<file path="src/rtl/vs_result_buffer_if.sv">
// Port bundle of the value-similarity result buffer: allocation, writeback,
// pickup and pointer-invalidation channels plus occupancy status.
interface vs_result_buffer_if #(
    parameter int RESULT_BUFFER_SIZE = 8,
    parameter int RB_ID_W            = $clog2(RESULT_BUFFER_SIZE),
    parameter int PTR_ID_W           = 5,
    parameter int DATA_W             = 32
);
    logic                alloc_req;
    logic [PTR_ID_W-1:0] alloc_ptr_id;
    logic                alloc_grant;
    logic [RB_ID_W-1:0]  alloc_idx;

    logic                wr_en;
    logic [RB_ID_W-1:0]  wr_idx;
    logic [DATA_W-1:0]   wr_result;
    logic                wr_err;

    logic                pick_en;
    logic [RB_ID_W-1:0]  pick_idx;
    logic                pick_done;
    logic                pick_hit;
    logic [DATA_W-1:0]   pick_result;

    logic                inval_en;
    logic [PTR_ID_W-1:0] inval_ptr_id;

    logic [RB_ID_W:0]    count;
    logic                full;
    logic                empty;

    modport master (
        output alloc_req, alloc_ptr_id, wr_en, wr_idx, wr_result,
               pick_en, pick_idx, inval_en, inval_ptr_id,
        input  alloc_grant, alloc_idx, wr_err, pick_done, pick_hit,
               pick_result, count, full, empty
    );

    modport slave (
        input  alloc_req, alloc_ptr_id, wr_en, wr_idx, wr_result,
               pick_en, pick_idx, inval_en, inval_ptr_id,
        output alloc_grant, alloc_idx, wr_err, pick_done, pick_hit,
               pick_result, count, full, empty
    );
endinterface

</file>
<file path="src/rtl/vs_result_buffer.sv">
// Result buffer of the value-similarity skip path: per-entry FREE/PENDING/VALID
// tracking with lowest-free allocation, writeback, consuming pickup and tag flush.
module vs_result_buffer #(
    parameter int RESULT_BUFFER_SIZE = 8,
    parameter int RB_ID_W            = $clog2(RESULT_BUFFER_SIZE),
    parameter int PTR_ID_W           = 5,
    parameter int DATA_W             = 32
) (
    input  logic               clk,
    input  logic               reset,
    vs_result_buffer_if.slave  bus
);
    localparam int N = RESULT_BUFFER_SIZE;

    typedef enum logic [1:0] {
        ST_FREE    = 2'd0,
        ST_PENDING = 2'd1,
        ST_VALID   = 2'd2
    } entry_state_t;

    entry_state_t        state_r  [N];
    entry_state_t        state_s  [N];
    logic [DATA_W-1:0]   result_r [N];
    logic [DATA_W-1:0]   result_s [N];
    logic [PTR_ID_W-1:0] ptr_r    [N];
    logic [PTR_ID_W-1:0] ptr_s    [N];

    logic [N-1:0]        free_s;
    logic [N-1:0]        pending_s;
    logic [N-1:0]        inval_hit_s;
    logic [N-1:0]        pick_hit_s;
    logic [N-1:0]        wr_sel_s;
    logic [N-1:0]        alloc_sel_s;
    logic [N-1:0]        occupied_next_s;

    logic                full_s;
    logic                empty_s;
    logic                alloc_grant_s;
    logic [RB_ID_W-1:0]  alloc_idx_s;
    logic                wr_err_s;
    logic                stage_hit_s;
    logic [DATA_W-1:0]   stage_result_s;

    logic [RB_ID_W:0]    count_r;
    logic                wr_err_r;
    logic                stage_valid_r;
    logic                stage_hit_r;
    logic [DATA_W-1:0]   stage_result_r;
    logic                pick_done_r;
    logic                pick_hit_r;
    logic [DATA_W-1:0]   pick_result_r;

    function automatic logic [RB_ID_W:0] popcount(input logic [N-1:0] vec);
        logic [RB_ID_W:0] acc;
        acc = {(RB_ID_W+1){1'b0}};
        for (int i = 0; i < N; i++) begin
            acc = acc + {{RB_ID_W{1'b0}}, vec[i]};
        end
        return acc;
    endfunction

    // Per-entry event decode from start-of-cycle state (FSM output process).
    always_comb begin
        full_s        = (count_r == (RB_ID_W+1)'(N));
        empty_s       = (count_r == {(RB_ID_W+1){1'b0}});
        alloc_grant_s = bus.alloc_req & ~full_s;
        alloc_idx_s   = {RB_ID_W{1'b0}};
        for (int i = N - 1; i >= 0; i--) begin
            if (state_r[i] == ST_FREE) begin
                alloc_idx_s = RB_ID_W'(i);
            end else begin
                alloc_idx_s = alloc_idx_s;
            end
        end
        for (int i = 0; i < N; i++) begin
            free_s[i]      = (state_r[i] == ST_FREE);
            pending_s[i]   = (state_r[i] == ST_PENDING);
            inval_hit_s[i] = bus.inval_en & ~free_s[i] & (ptr_r[i] == bus.inval_ptr_id);
            pick_hit_s[i]  = bus.pick_en & (bus.pick_idx == RB_ID_W'(i))
                             & (state_r[i] == ST_VALID) & ~inval_hit_s[i];
            wr_sel_s[i]    = bus.wr_en & (bus.wr_idx == RB_ID_W'(i));
            alloc_sel_s[i] = alloc_grant_s & (alloc_idx_s == RB_ID_W'(i));
        end
        // A write is only legal against a PENDING entry; anything else is flagged.
        wr_err_s       = bus.wr_en & ~(|(wr_sel_s & pending_s));
        stage_hit_s    = |pick_hit_s;
        stage_result_s = {DATA_W{1'b0}};
        for (int i = 0; i < N; i++) begin
            if (pick_hit_s[i]) begin
                stage_result_s = stage_result_s | result_r[i];
            end else begin
                stage_result_s = stage_result_s;
            end
        end
    end

    // Next-state and next-data per entry; invalidate > pickup > write > alloc.
    always_comb begin
        for (int i = 0; i < N; i++) begin
            state_s[i]  = state_r[i];
            result_s[i] = result_r[i];
            ptr_s[i]    = ptr_r[i];
            case (state_r[i])
                ST_FREE: begin
                    if (alloc_sel_s[i]) begin
                        state_s[i]  = ST_PENDING;
                        ptr_s[i]    = bus.alloc_ptr_id;
                        result_s[i] = {DATA_W{1'b0}};
                    end else begin
                        state_s[i]  = ST_FREE;
                    end
                end
                ST_PENDING: begin
                    if (inval_hit_s[i]) begin
                        state_s[i]  = ST_FREE;
                    end else if (wr_sel_s[i]) begin
                        state_s[i]  = ST_VALID;
                        result_s[i] = bus.wr_result;
                    end else begin
                        state_s[i]  = ST_PENDING;
                    end
                end
                ST_VALID: begin
                    if (inval_hit_s[i] || pick_hit_s[i]) begin
                        state_s[i]  = ST_FREE;
                    end else begin
                        state_s[i]  = ST_VALID;
                    end
                end
                default: begin
                    state_s[i]  = ST_FREE;
                end
            endcase
            occupied_next_s[i] = (state_s[i] != ST_FREE);
        end
    end

    // Entry state register.
    always_ff @(posedge clk) begin
        for (int i = 0; i < N; i++) begin
            if (reset) begin
                state_r[i]  <= ST_FREE;
                result_r[i] <= {DATA_W{1'b0}};
                ptr_r[i]    <= {PTR_ID_W{1'b0}};
            end else begin
                state_r[i]  <= state_s[i];
                result_r[i] <= result_s[i];
                ptr_r[i]    <= ptr_s[i];
            end
        end
    end

    // Occupancy, write error and the two-stage pickup response pipeline.
    // The response is held one stage so a reset on the following edge squashes it.
    always_ff @(posedge clk) begin
        if (reset) begin
            count_r        <= {(RB_ID_W+1){1'b0}};
            wr_err_r       <= 1'b0;
            stage_valid_r  <= 1'b0;
            stage_hit_r    <= 1'b0;
            stage_result_r <= {DATA_W{1'b0}};
            pick_done_r    <= 1'b0;
            pick_hit_r     <= 1'b0;
            pick_result_r  <= {DATA_W{1'b0}};
        end else begin
            count_r        <= popcount(occupied_next_s);
            wr_err_r       <= wr_err_s;
            stage_valid_r  <= bus.pick_en;
            stage_hit_r    <= stage_hit_s;
            stage_result_r <= stage_result_s;
            pick_done_r    <= stage_valid_r;
            pick_hit_r     <= stage_valid_r & stage_hit_r;
            pick_result_r  <= (stage_valid_r & stage_hit_r) ? stage_result_r : {DATA_W{1'b0}};
        end
    end

    assign bus.alloc_grant = alloc_grant_s;
    assign bus.alloc_idx   = alloc_idx_s;
    assign bus.wr_err      = wr_err_r;
    assign bus.pick_done   = pick_done_r;
    assign bus.pick_hit    = pick_hit_r;
    assign bus.pick_result = pick_result_r;
    assign bus.count       = count_r;
    assign bus.full        = full_s;
    assign bus.empty       = empty_s;
endmodule

</file>
<file path="src/flat_wrapper.sv">
// flat-port wrapper written by rule: the top's interface ports become plain ports
module vs_result_buffer_flat 
#(
    parameter int RESULT_BUFFER_SIZE = 8,
    parameter int RB_ID_W            = $clog2(RESULT_BUFFER_SIZE),
    parameter int PTR_ID_W           = 5,
    parameter int DATA_W             = 32
)
  (clk, reset, bus_alloc_req, bus_alloc_ptr_id, bus_wr_en, bus_wr_idx, bus_wr_result, bus_pick_en, bus_pick_idx, bus_inval_en, bus_inval_ptr_id, bus_alloc_grant, bus_alloc_idx, bus_wr_err, bus_pick_done, bus_pick_hit, bus_pick_result, bus_count, bus_full, bus_empty);
  vs_result_buffer_if #(.RESULT_BUFFER_SIZE(RESULT_BUFFER_SIZE), .RB_ID_W(RB_ID_W), .PTR_ID_W(PTR_ID_W), .DATA_W(DATA_W)) bus_i ();
  input  logic clk;
  input  logic reset;
  input wire logic [$bits(bus_i.alloc_req)-1:0] bus_alloc_req;
  input wire logic [$bits(bus_i.alloc_ptr_id)-1:0] bus_alloc_ptr_id;
  input wire logic [$bits(bus_i.wr_en)-1:0] bus_wr_en;
  input wire logic [$bits(bus_i.wr_idx)-1:0] bus_wr_idx;
  input wire logic [$bits(bus_i.wr_result)-1:0] bus_wr_result;
  input wire logic [$bits(bus_i.pick_en)-1:0] bus_pick_en;
  input wire logic [$bits(bus_i.pick_idx)-1:0] bus_pick_idx;
  input wire logic [$bits(bus_i.inval_en)-1:0] bus_inval_en;
  input wire logic [$bits(bus_i.inval_ptr_id)-1:0] bus_inval_ptr_id;
  output wire logic [$bits(bus_i.alloc_grant)-1:0] bus_alloc_grant;
  output wire logic [$bits(bus_i.alloc_idx)-1:0] bus_alloc_idx;
  output wire logic [$bits(bus_i.wr_err)-1:0] bus_wr_err;
  output wire logic [$bits(bus_i.pick_done)-1:0] bus_pick_done;
  output wire logic [$bits(bus_i.pick_hit)-1:0] bus_pick_hit;
  output wire logic [$bits(bus_i.pick_result)-1:0] bus_pick_result;
  output wire logic [$bits(bus_i.count)-1:0] bus_count;
  output wire logic [$bits(bus_i.full)-1:0] bus_full;
  output wire logic [$bits(bus_i.empty)-1:0] bus_empty;
  assign bus_i.alloc_req = bus_alloc_req;
  assign bus_i.alloc_ptr_id = bus_alloc_ptr_id;
  assign bus_i.wr_en = bus_wr_en;
  assign bus_i.wr_idx = bus_wr_idx;
  assign bus_i.wr_result = bus_wr_result;
  assign bus_i.pick_en = bus_pick_en;
  assign bus_i.pick_idx = bus_pick_idx;
  assign bus_i.inval_en = bus_inval_en;
  assign bus_i.inval_ptr_id = bus_inval_ptr_id;
  assign bus_alloc_grant = bus_i.alloc_grant;
  assign bus_alloc_idx = bus_i.alloc_idx;
  assign bus_wr_err = bus_i.wr_err;
  assign bus_pick_done = bus_i.pick_done;
  assign bus_pick_hit = bus_i.pick_hit;
  assign bus_pick_result = bus_i.pick_result;
  assign bus_count = bus_i.count;
  assign bus_full = bus_i.full;
  assign bus_empty = bus_i.empty;
  vs_result_buffer #(.RESULT_BUFFER_SIZE(RESULT_BUFFER_SIZE), .RB_ID_W(RB_ID_W), .PTR_ID_W(PTR_ID_W), .DATA_W(DATA_W)) u_core (.clk(clk), .reset(reset), .bus(bus_i));
endmodule
</file>
<file path="config.mk">
export PLATFORM = sky130hd
export DESIGN_NAME = vs_result_buffer_flat
export DESIGN_NICKNAME = d
export VERILOG_FILES = /design/src/rtl/vs_result_buffer_if.sv /design/src/rtl/vs_result_buffer.sv /design/src/flat_wrapper.sv
export SDC_FILE = /design/constraint.sdc
export NUM_CORES = 1
export LEC_CHECK = 0
export BUFFER_PORTS_ARGS = -buffer_cell sky130_fd_sc_hd__buf_2
export CORE_MARGIN = 5
export CORE_UTILIZATION = 55
export CTS_BUF_LIST = sky130_fd_sc_hd__clkbuf_2 sky130_fd_sc_hd__clkbuf_4 sky130_fd_sc_hd__clkbuf_8
export DETAILED_ROUTE_END_ITERATION = 8
export PLACE_DENSITY = 0.73
export RECOVER_POWER = 100
export REMOVE_ABC_BUFFERS = 1
export SYNTH_ARGS = -nofsm -noshare
export SYNTH_HDL_FRONTEND = slang
export SYNTH_SLANG_ARGS = --single-unit
</file>
<file path="constraint.sdc">
create_clock -name clk -period 7.8 [get_ports clk]
set_clock_uncertainty 0.15 [all_clocks]
set_input_delay 2.34 -clock clk [delete_from_list [all_inputs] [get_ports clk]]
set_output_delay 2.34 -clock clk [all_outputs]
set_load 0.01 [all_outputs]
</file>
# == Yosys cells after proc, flatten, opt, wreduce, memory -nomap -nowiden ==
# Memories as Yosys holds them, arrays and structs flattened.
# Index checks and enable logic that the tools add are counted.
# totals
out_inout_bits,45
inputBits,54
wordCells,336
mem_count,3
ff_bits,73
mem_bits_rw,312
# memory_table
memory,depth,word_bits,rd,rd_ports_with_merged_regs,write_ports,line,rtl
u_core.result_r,8,32,8,0,8,vs_result_buffer.sv:23,logic [DATA_W-1:0] result_r [N];
u_core.ptr_r,8,5,8,0,8,vs_result_buffer.sv:25,logic [PTR_ID_W-1:0] ptr_r [N];
u_core.state_r,8,2,8,0,8,vs_result_buffer.sv:21,entry_state_t state_r [N];
# classes
add_sub_neg,7
n_bitwise,110
reduce_logical,31
eq_ne,46
muxes,131
# ops
cell,count
2-to-1 mux 32 bit,40
case mux 32 bit (2 select lines),8
bitwise OR 32 bit,7
2-to-1 mux 5 bit,24
2-to-1 mux 2 bit,32
bitwise AND 1 bit,59
case mux 2 bit (3 select lines),8
equality test 5 bit,8
"equality test 3 bit, second input constant",12
adder 4 x 1 -> 4 bit,6
2-to-1 mux 3 bit,8
bitwise OR 1 bit,24
inverter 1 bit,19
"equality test 3 x 2 -> 1 bit, second input constant",6
"equality test 2 x 1 -> 1 bit, second input constant",8
"equality test 2 bit, second input constant",8
logical NOT 2 bit,8
nonzero test 2 bit,8
OR reduction 8 bit,2
2-to-1 mux 1 bit,11
"equality test 3 x 1 -> 1 bit, second input constant",3
logical NOT 3 bit,3
bitwise AND 8 bit,1
logical OR 1 bit,8
other kinds (4),4

# == Logic depth before layout (Yosys ltp) ==
# Gate-level depths: netlist (run 1).
# An unclocked memory read counts as a cell.
# depth
depth_word,22
depth_mapped,15
depth_no_buf,14

# == Worst setup path before layout (run 1) ==
# No wires, ideal clock.
# synth_timing
path_kind,input to register
start,input port bus_inval_ptr_id[1]
end,register u_core.count_r[2] (netlist: u_core.bus.count[2])
cell_stages,14
setup_time_ns,0.128
n_path_buf,1
arrival_time_ns,5.980
required_ns,7.522
setup_slack_ns,1.543
path_cell_list,buf_2 xor2_1 or4_1 nor3_2 o21ai_0 ha_1 fa_1 inv_1 fa_1 inv_1 fa_1 fa_1 xnor2_1 nor2_1
# synth_via
elab_chain_len,15
word_cells_on_any_way,79
cone_classes,7 x add/sub; 8 x eq/ne; 24 x mux; 24 x bitwise; 16 x reduce/logical
# synth_rtl
item,line,rtl
"start, declared",flat_wrapper.sv:21,input wire logic [$bits(bus_i.inval_ptr_id)-1:0] bus_inval_ptr_id;
equality test 5 bit,vs_result_buffer.sv:78,inval_hit_s[i] = bus.inval_en & ~free_s[i] & (ptr_r[i] == bus.inval_ptr_id);
bitwise AND 1 bit,vs_result_buffer.sv:78,
inverter 1 bit,vs_result_buffer.sv:80,& (state_r[i] == ST_VALID) & ~inval_hit_s[i];
bitwise AND 1 bit,vs_result_buffer.sv:80,
logical OR 1 bit,vs_result_buffer.sv:124,if (inval_hit_s[i] || pick_hit_s[i]) begin
2-to-1 mux 2 bit,vs_result_buffer.sv:124,
case mux 2 bit (3 select lines),vs_result_buffer.sv:103,case (state_r[i])
nonzero test 2 bit,vs_result_buffer.sv:134,occupied_next_s[i] = (state_s[i] != ST_FREE);
adder 1 x 1 -> 2 bit,vs_result_buffer.sv:57,"acc = acc + {{RB_ID_W{1'b0}}, vec[i]};"
adder 4 x 1 -> 4 bit (5 in series),vs_result_buffer.sv:57,
adder 4 x 1 -> 4 bit (*),vs_result_buffer.sv:57,
"end signal, assigned",vs_result_buffer.sv:157,count_r <= {(RB_ID_W+1){1'b0}};
"end signal, assigned",vs_result_buffer.sv:166,count_r <= popcount(occupied_next_s);
"end, declared",vs_result_buffer.sv:44,logic [RB_ID_W:0] count_r;
# Every way passes the cells marked *; elsewhere a longest branch is shown, timed or not.
# A chain may end at the register's enable or synchronous reset.

==> key figures, run 1 <==
Run status
  • Run status: complete, but fails checks
  • Failing checks: max-capacitance violations, max-slew violations

Timing
  • Worst Tran Pin Value: 3580 ps
  • Tcrit/Tclk final: 86.5%
  • Final worst slack: 1050 ps
  • Setup TNS: 0 ps
  • Fin. max-slew vios: 270
  • Rel. slew slack: -138%
  • Fin crit period: 6750 ps
  • Fin. Hold Viols: 0
  • Fmax: 0.148 GHz
  • Final setup viols: 0
  • RSZ-0062 raised after global routing: false

CTS
  • Post-CTS Setup Bufs: 0
  • CTS Root Buffer Type: clkbuf_8
  • Deepest clock path buffer count: 3
  • Clk slew on worst S/H paths: 60 ps
  • Cts repair resizes: 0
  • CTS tree: done
  • Num CTS Buffers: between 50 and 60
  • Clock latency on the worst-skew pair: just over 600 ps
  • Cts hold-fix bufs: 0
  • Clock sink count: 385
  • H-Tree Depth: 2

Power
  • Max IR drop VDD: 0.000172 V
  • Internal: 3.04 mW
  • Combinational Power Share: slightly above 5%
  • Clk pwr share: 45.1%
  • Flop pwr share: 49.8%
  • Pwr per Cell Area: roughly 230 nW/µm²
  • Net Sw Power: 0.955 mW
  • Leakage: 6.66 nW
  • Net Sw Frac: 23.9%

Synth
  • Adder-cell share of the synthesized area: 0.753%
  • Yosys warning total: 0
  • Main combinational cell family by area after synthesis: compound AO/OA/AOI/OAI gates
  • Yosys reg bits: 385
  • Async set-reset flop share out of synthesis: 0%
  • Synth Cell Area: 15,600 µm²
  • Complex-gate fraction of the synthesized area: ~24%
  • Mux contribution to synthesized area: 4.36%
  • Main flop type after synthesis: dfxtp_1
  • Share of the synthesized area in the top cell type: 49.4%
  • XOR/XNOR share of the synthesized area: 2.35%
  • Synth cell types: 69
  • Synth top area cells: dfxtp_1, a22o_1, a21oi_1
  • Seq/Total Area, Yosys: 49.4%
  • Post-synthesis simple-gate area fraction: between 10 and 15%
  • Post-synthesis instance total: ~1,600
  • Avg Cell Area, Syn: ~9.6 µm²
  • Yosys top cell by area: dfxtp_1
  • Post-synth EDFFs: 0

Detailed routing
  • Wirelength, routed: 46,800 µm
  • Initial DRC count: 1,522
  • WL per Instance: roughly 23 µm
  • Antenna Nets Post-Route: 0
  • First-pass DRT Iterations: 5
  • Vias per cell: 6.32
  • Total number of vias: 13,000
  • DRC viols: 0

Global routing
  • Total gr overflow: 0
  • Vias in the first global route: about 13,000
  • GRT Total Usage: 28.6%
  • First-pass GRT wire length: 71,700 µm
  • Initial antenna violation count: 4
  • Pin count of the biggest net entering global routing: 70

Placed design
  • Buffers on Ports: 98
  • Final HPWL DP: 25,400 µm
  • Setup WS pre-CTS: 1150 ps
  • GPL Wtd Cong: 0.934
  • Placed inst area: 16,200 µm²

Flow run
  • Max-cap check violation count: 7

Hold path
  • Worst Hold Class: register to register

Critical path
  • Max incr delay on CP: 2460 ps
  • Worst-path cell chain: clkbuf_1 -> clkbuf_2 -> nor4_1 -> buf_4 -> a22o_1
  • Slowest CP cell: clkbuf_1
  • CP top delay family: buffers and inverters
  • Crit end category: register
  • Crit Path Max Fanout: 69
  • Crit path arrival time: 7080 ps
  • WS Path Type: primary input to register
  • Worst Path Buf+Inv: 3
  • CP required: between 8000 and 9000 ps
  • Crit start category: primary input

Die
  • Core ar.: 27,900 µm²
  • Die Width: 178 µm
  • Die Span Y: approximately 180 µm
  • FP Rows: 61
  • Die ar.: roughly 32,000 µm²
  • I/O pins: 99
  • Initial Util: ~56%

Finish
  • Share of layout cells above drive strength 1: 14.1%
  • Nets: 1,698
  • Area Overhead vs Synth: 11.4%
  • Final Instance Area: 17,400 µm²
==> Yosys cell counts, drive strengths merged, types with 2 or more instances <==
cell type  count
dfxtp        385
a21oi        159
a22o         159
nand2        127
clkbuf       115
nand3         75
mux2i         68
nor2          66
a22oi         64
buf           57
a211oi        40
nand2b        37
and3          34
a221oi        31
a31oi         31
xor2          28
nor2b         23
nor3          13
xnor2         13
o21ai         12
nor4           8
nor3b          7
and2           6
nand4          6
nand4b         5
or3b           5
fa             4
inv            4
or4            4
ha             3
o22a           3
or2            3
a21o           2
nand3b         2
o21ba          2
o22ai          2
or3            2
==> metrics by stage <==
stage                     instances  power (mW)  hold WS, ps  util (%)
after detailed placement       1954        2.23          293      57.9
after global routing           2064        4.12          321      62.2
final                          2064        3.99          300      62.2
after CTS                      2063        4.01          301      62.6
after floorplan                1448        2.11          275         -
after global placement         1954        2.23          287      57.9
==> flip-flops by register name (all words and copies together) (netlist names) <==
signal,flops
u_core.result_r,256
u_core.ptr_r,40
u_core.bus.pick_result,32
u_core.stage_result_r,32
u_core.state_r,16
u_core.bus.count,4
u_core.bus.pick_done,1
u_core.bus.pick_hit,1
u_core.bus.wr_err,1
u_core.stage_hit_r,1
u_core.stage_valid_r,1
==> per-layer routing <==
metal	GRT usage (%)	up-vias	wire length, µm
met1	38.0	6298	19500
met5	0	-	34
met2	46.6	662	21900
li1	-	5953	-
met3	4.85	116	3990
met4	11.0	6	1400
==> logic make-up (layout without fill, tap and decap cells) <==
logic type,after synthesis,in the layout
AOI/OAI and AO/OA,514,514
xor gates and xnor gates,41,41
adders and majority gates,7,7
buffers and inverters,176,241
DFF,385,385
muxes,68,68
other,0,1
and+or+nand+nor,429,429
==> power groups by stage <==
stage          clock (mW)  combinational, mW  sequential [mW]
3_3_place_gp            0              0.196             2.03
6_report             1.80              0.202             1.99
3_5_place_dp            0              0.198             2.03
5_1_grt              1.92              0.215             1.99
2_1_floorplan           0             0.0798             2.03
4_1_cts              1.82              0.199             1.99
==> placed cells by master (no fill, tap or decap), drive strengths merged, types with 7 or more instances in the layout <==
cell / netlist / final
clkbuf: 115 / 145
nor4: 8 / 8
clkinv: 0 / 10
a22oi: 64 / 64
mux2i: 68 / 68
nor2: 66 / 66
a31oi: 31 / 31
xor2: 28 / 28
a21oi: 159 / 159
a221oi: 31 / 31
nor3b: 7 / 7
o21ai: 12 / 12
inv: 4 / 7
buf: 57 / 79
and3: 34 / 34
nand3: 75 / 75
xnor2: 13 / 13
nor3: 13 / 13
nand2: 127 / 127
a211oi: 40 / 40
nand2b: 37 / 37
a22o: 159 / 159
dfxtp: 385 / 385
nor2b: 23 / 23
==> tightest hold or removal path, cell delays in order, from the launching register on <==
cell,delay [ps]
dfxtp_1,310
nand2_1,50
a21oi_1,50
==> cell type report <==
class | instances | area [µm²]
clock buffers | 96 | 1230
inverters | 4 | 15.0
well taps | 378 | 473
multi-input cells | 1059 | 7230
clock inverters | 13 | 88.8
fillers | 2338 | 10500
flip-flops and latches | 385 | 7710
repair buffers | 128 | 638
diodes | 1 | 2.50
==> worst paths after layout <==
| kind | from | end | slack (ps) | cells after the start |
|---|---|---|---|---|
| max reg2reg | u_core.state_r[1][1] | u_core.bus.count[2] | 1520 | 15 |
| min | u_core.result_r[0][18] | u_core.result_r[0][18] | 300 | 2 |
| max | reset | u_core.result_r[0][81] | 1050 | 5 |
| min reg2reg | u_core.result_r[0][18] | u_core.result_r[0][18] | 300 | 2 |
Power figures use the tool's default switching activity.
==> inputs of run 2 (changes only) <==
--- a/config.mk
+++ b/config.mk
@@ -11,7 +11,6 @@
 export CTS_BUF_LIST = sky130_fd_sc_hd__clkbuf_2 sky130_fd_sc_hd__clkbuf_4 sky130_fd_sc_hd__clkbuf_8
 export DETAILED_ROUTE_END_ITERATION = 8
 export PLACE_DENSITY = 0.73
-export RECOVER_POWER = 100
 export REMOVE_ABC_BUFFERS = 1
 export SYNTH_ARGS = -nofsm -noshare
 export SYNTH_HDL_FRONTEND = slang
==> key figures, run 2 (synthesized netlist as in run 1, its figures left out) <==
Timing
  • Fin crit period: 6110 ps (-638 ps)
  • Fmax: 0.164 GHz (+10%)
  • Final setup viols: 0 (unchanged)
  • Rel. slew slack: 17.4% (+160 points)
  • Fin. max-slew vios: 0 (-100%)
  • Setup TNS: 0 ps (unchanged)
  • RSZ-0062 raised after global routing: false
  • Worst Tran Pin Value: 1240 ps (-2340 ps)
  • Tcrit/Tclk final: 78.3% (-8.2 points)
  • Fin. Hold Viols: 0 (unchanged)

CTS
  • CTS Root Buffer Type: clkbuf_8
  • Cts repair resizes: 0 (unchanged)
  • H-Tree Depth: 2 (unchanged)
  • Deepest clock path buffer count: 3 (unchanged)
  • CTS tree: done
  • Clk slew on worst S/H paths: 60 ps (about the same)
  • Post-CTS Setup Bufs: 0 (unchanged)
  • Clock latency on the worst-skew pair: 610 ps (about the same)
  • Num CTS Buffers: 59 (unchanged)
  • Cts hold-fix bufs: 0 (unchanged)
  • Clock sink count: 385 (unchanged)

Power
  • Pwr per Cell Area: 228 nW/µm² (-0.57%)
  • Net Sw Frac: 23.9% (about the same)
  • Internal: 3.04 mW (about the same)
  • Total power: 4.00 mW (about the same)
  • Net Sw Power: 0.956 mW (about the same)
  • Clk pwr share: 45.1% (about the same)
  • Flop pwr share: 49.8% (about the same)
  • Combinational Power Share: 5.1% (about the same)
  • Leakage: 6.87 nW (+3.2%)
  • Max IR drop VDD: 0.000172 V (+0.12%)

Finish
  • Max reg flops: 256 (unchanged)
  • Largest regs: u_core.result_r x256, u_core.ptr_r x40
  • Area Overhead vs Synth: 12.1%
  • Nets: 1,698 (unchanged)
  • Area of the multi-input gates: 7250 µm² (+0.35%)
  • Commonest non-fill, non-tap cell in the layout: dfxtp_1
  • Register area: 7710 µm² (unchanged)
  • Register name with the most flops: u_core.result_r
  • Final core occ: 62.6% (+0.39 points)
  • Fillers: 2,317 (-0.90%)
  • Share of layout cells above drive strength 1: 17.1% (+3.0 points)
  • Commonest non-fill, non-tap cells in the layout: dfxtp_1, a22o_1, a21oi_1

Critical path
  • Worst Path Buf+Inv: 3 (unchanged)
  • CP required: 8110 ps (-20 ps)
  • Stages on worst setup path: 14 (+9)
  • Worst-path cell chain: buf_2 -> xor2_1 -> nor4_1 -> and2_1 -> o21ai_0 -> ha_1 -> fa_1 -> inv_1 -> fa_1 -> inv_1 -> fa_1 -> fa_1 -> xnor2_1 -> nor2_1
  • CP Capture Point: u_core.bus.count[2]
  • R2R Path End: u_core.bus.count[2]
  • Max incr delay on CP: 640 ps (-1820 ps)
  • CP most frequent cell: fa_1
  • Crit end category: register
  • WS Path Type: primary input to register
  • Crit Path Max Fanout: 8 (-88%)
  • Crit start category: primary input
  • R2R Setup Slk: 2950 ps (+1430 ps)
  • Crit. Startpoint: bus_inval_ptr_id[0]
  • Reg2Reg Depth: 14 (-1)
  • Crit path arrival time: 6420 ps (-660 ps)
  • Reg-to-reg startpoint: u_core.state_r[0][7]
  • CP top delay family: adder cells
  • Slowest CP cell: nor4_1

Global routing
  • First-pass GRT wire length: 71,700 µm (unchanged)
  • Total gr overflow: 0 (unchanged)
  • GRT met2 Usage: 46.6% (unchanged)
  • GR Layer Usage met1: 38.0% (unchanged)
  • Met3 usage: 4.85% (unchanged)
  • Gr busiest metal: met2
  • Initial antenna violation count: 4 (unchanged)
  • Pin count of the biggest net entering global routing: 70 (unchanged)
  • GRT Total Usage: 28.6% (unchanged)
  • Vias in the first global route: 12,700 (unchanged)

Die
  • Initial Util: 55.9% (unchanged)
  • FP Rows: 61 (unchanged)
  • I/O pins: 99 (unchanged)
  • Die Width: 178 µm (unchanged)
  • Die Span Y: 178 µm (unchanged)
  • Core ar.: 27,900 µm² (unchanged)
  • Die ar.: 31,900 µm² (unchanged)

Detailed routing
  • Wirelength, routed: 46,600 µm (-0.52%)
  • Total number of vias: 13,000 (-0.12%)
  • Initial DRC count: 1,395 (-8.3%)
  • WL per Instance: 22.6 µm (-0.52%)
  • First-pass DRT Iterations: 5 (unchanged)
  • DRC viols: 0 (unchanged)
  • Vias per cell: 6.31 (-0.12%)
  • Antenna Nets Post-Route: 0 (unchanged)

Placed design
  • Buffers on Ports: 98 (unchanged)
  • Final HPWL DP: 25,400 µm (unchanged)
  • GPL Wtd Cong: 0.934 (unchanged)

Hold path
  • Hold path cells: 2 (unchanged)
  • Worst Hold Class: register to register

Flow run
  • Max-cap check violation count: 0 (-7)

Run status
  • Run status: complete, no violations
==> run 2: tightest hold or removal path: stages, from the launching register on <==
cell and delay, ps:
dfxtp_1 310, nand2_1 50, a21oi_1 50
==> run 2: metrics by stage <==
stage	std cells	instance area (µm²)	worst slack (ps)	hold slack (ps)
detailed placement	1954	16200	1150	293
CTS	2063	17500	1780	301
global placement	1954	16200	1200	287
global route	2064	17500	1550	321
finish	2064	17500	1690	301
floorplan	1448	14800	1620	275
==> run 2: how the worst min path moves through the flow <==
stage	start	endpoint	slack, ps
finish	u_core.result_r[0][43]	u_core.result_r[0][43]	300
global route	u_core.stage_result_r[23]	u_core.bus.pick_result[23]	320
CTS	u_core.result_r[0][15]	u_core.result_r[0][15]	300
detailed placement	u_core.result_r[0][6]	u_core.result_r[0][6]	290
global placement	u_core.result_r[0][30]	u_core.result_r[0][30]	290
floorplan	u_core.result_r[0][22]	u_core.result_r[0][22]	280
==> run 2: power groups by stage <==
stage / Clock [mW] / Sequential (mW) / Combinational [mW]
floorplan: 0 / 2.03 / 0.0798
global placement: 0 / 2.03 / 0.196
detailed placement: 0 / 2.03 / 0.198
CTS: 1.82 / 1.99 / 0.199
global route: 1.92 / 1.99 / 0.216
finish: 1.80 / 1.99 / 0.203
==> run 2: metal layers <==
layer  share of wire [%]  vias to the layer above
met3                 8.3                      117
met4                 2.9                        6
met1                  42                     6285
met2                  47                      660
li1                    -                     5951
met5               0.073                        -
==> run 2: final cells by class <==
cell class / instances / area share (%)
timing repair buffer: 128 / 4.13
clock buffer: 96 / 7.05
multi-input combinational: 1059 / 41.5
sequential: 385 / 44.1
tap: 378 / 2.70
inverter: 4 / 0.0858
clock inverter: 13 / 0.508
antenna: 1 / 0.0143
==> inputs of run 3 (changes only) <==
==> constraint.sdc (replaced) <==
create_clock -name clk -period 6.1 [get_ports clk]
set_clock_uncertainty 0.15 [all_clocks]
set_input_delay 1.83 -clock clk [delete_from_list [all_inputs] [get_ports clk]]
set_output_delay 1.83 -clock clk [all_outputs]
set_load 0.01 [all_outputs]
==> key figures, run 3 (synthesized netlist as in run 1, its figures left out) <==
Run status
  • Run status: complete, no violations

Placed design
  • Buffers on Ports: 98 (unchanged)
  • GPL Wtd Cong: 0.915 (-2.1%)
  • Final HPWL DP: 26,300 µm (+3.4%)
  • Placed inst area: 16,300 µm² (+0.73%)
  • Setup WS pre-CTS: 217 ps (-930 ps)

Finish
  • Largest regs: u_core.result_r x256, u_core.ptr_r x40
  • Share of layout cells above drive strength 1: 17.8% (+0.73 points)
  • Commonest non-fill, non-tap cells in the layout: dfxtp_1, a22o_1, a21oi_1
  • Final Instance Area: 17,600 µm² (+0.79%)
  • Max reg flops: 256 (unchanged)
  • Final core occ: 63.1% (+0.49 points)
  • Diodes inserted: 0 (-1)
  • Area Overhead vs Synth: 12.9%
  • Commonest non-fill, non-tap cell in the layout: dfxtp_1
  • Register name with the most flops: u_core.result_r
  • Nets: 1,713 (+0.88%)

CTS
  • Deepest clock path buffer count: 3 (unchanged)
  • CTS tree: done
  • Post-CTS Setup Bufs: 0 (unchanged)
  • Clock latency on the worst-skew pair: 620 ps (about the same)
  • Num CTS Buffers: 60 (+1.7%)
  • Clock sink count: 385 (unchanged)
  • H-Tree Depth: 2 (unchanged)
  • Cts hold-fix bufs: 0 (unchanged)
  • CTS Root Buffer Type: clkbuf_8
  • Cts repair resizes: 0 (unchanged)
  • Clk slew on worst S/H paths: 60 ps (about the same)

Timing
  • Rel. slew slack: 13.0% (-4.4 points)
  • Final worst slack: 834 ps (-858 ps)
  • Fin. max-slew vios: 0 (unchanged)
  • Final setup viols: 0 (unchanged)
  • Tcrit/Tclk final: 86.3%
  • Fin. Hold Viols: 0 (unchanged)
  • Worst Tran Pin Value: 1300 ps (+66.5 ps)
  • Fmax: ~0.19 GHz
  • Setup TNS: 0 ps (unchanged)
  • Fin crit period: 5270 ps
  • RSZ-0062 raised after global routing: false

Critical path
  • WS Path Type: primary input to register
  • Crit end category: register
  • R2R Setup Slk: 1400 ps (-1550 ps)
  • Reg2Reg Depth: 15 (+1)
  • CP Capture Point: u_core.bus.count[2]
  • Crit start category: primary input
  • Crit Path Max Fanout: 8 (unchanged)
  • Crit. Startpoint: bus_inval_ptr_id[1]
  • Reg-to-reg startpoint: u_core.state_r[0][7]
  • CP required: 6440 ps (-1670 ps)
  • R2R Path End: u_core.bus.count[2]
  • Crit path arrival time: 5610 ps (-810 ps)

Detailed routing
  • First-pass DRT Iterations: 6 (+1)
  • WL per Instance: 22.7 µm (+0.56%)
  • Wirelength, routed: 47,200 µm (+1.2%)
  • Total number of vias: 13,300 (+2.4%)
  • Initial DRC count: 1,348 (-3.4%)
  • Vias per cell: 6.41 (+1.7%)
  • Antenna Nets Post-Route: 0 (unchanged)
  • DRC viols: 0 (unchanged)

Global routing
  • First-pass GRT wire length: 72,300 µm (+0.81%)
  • Vias in the first global route: 12,900 (+1.3%)
  • Total gr overflow: 0 (unchanged)
  • Initial antenna violation count: 1 (-3)
  • GRT Total Usage: 28.8% (+0.22 points)
  • Pin count of the biggest net entering global routing: 136 (+94%)

Flow run
  • Max-cap check violation count: 0 (unchanged)

Die
  • I/O pins: 99 (unchanged)
  • Die Span Y: 178 µm (unchanged)
  • FP Rows: 61 (unchanged)
  • Initial Util: 55.9% (unchanged)
  • Core ar.: 27,900 µm² (unchanged)
  • Die ar.: 31,900 µm² (unchanged)
  • Die Width: 178 µm (unchanged)

Power
  • Pwr per Cell Area: 292 nW/µm² (+28%)
  • Max IR drop VDD: 0.000282 V (+64%)
  • Leakage: 6.96 nW (+1.2%)

Hold path
  • Worst Hold Class: register to register
  • HP Start: u_core.result_r[0][22]
[run 3: cell types whose count changed in the layout (fill, tap and decap cells not counted), sizes merged]
| cell | previous run | this run |
|---|---|---|
| buf | 128 | 142 |
| clkbuf | 96 | 99 |
| inv | 7 | 5 |
| bufinv | 0 | 1 |
| clkinv | 10 | 9 |
| diode | 1 | 0 |
[run 3: worst min path at each step]
stage	end	cells past startpoint	slack [ps]
detailed placement	u_core.result_r[0][16]	2	290
finish	u_core.result_r[0][22]	2	300
global route	u_core.result_r[0][22]	2	310
floorplan	u_core.result_r[0][22]	2	280
CTS	u_core.result_r[0][22]	2	300
global placement	u_core.bus.pick_result[1]	1	290
[run 3: layer usage]
metal	global-route usage [%]	part of all wire [%]	up-vias
li1	-	-	5976
met1	38.2	41	6449
met2	45.7	46	741
met3	5.87	9.1	158
met4	12.4	3.9	2
met5	0	0.023	-
[run 3: report_power, final]
group	internal (mW)	switching [mW]
Clock	1.34	1.01
Combinational	0.0709	0.195
Sequential	2.53	0.0122
Total	3.94	1.22
[run 3: final cells by class]
cell class,instances,area (µm²)
sequential,385,7710
fill,2353,10300
inverter,4,15.0
timing repair buffer,142,840
multi-input combinational,1059,7250
clock buffer,99,1250
tap,378,473
clock inverter,11,95.1
[run 3: per-stage QoR]
step | std cells | hold WS (ps) | power [mW]
global route | 2078 | 313 | 5.32
CTS | 2078 | 301 | 5.18
finish | 2078 | 300 | 5.16
detailed placement | 1968 | 293 | 2.86
floorplan | 1448 | 275 | 2.70
global placement | 1968 | 288 | 2.85
[run 3: worst max-delay path: stages]
cell	delay, ps
buf_2	240
xor2_1	130
or4_1	550
nor3_2	150
o21ai_0	110
ha_1	320
fa_1	550
inv_1	60
fa_1	540
inv_1	60
fa_1	450
fa_1	400
xnor2_1	160
nor2_1	50
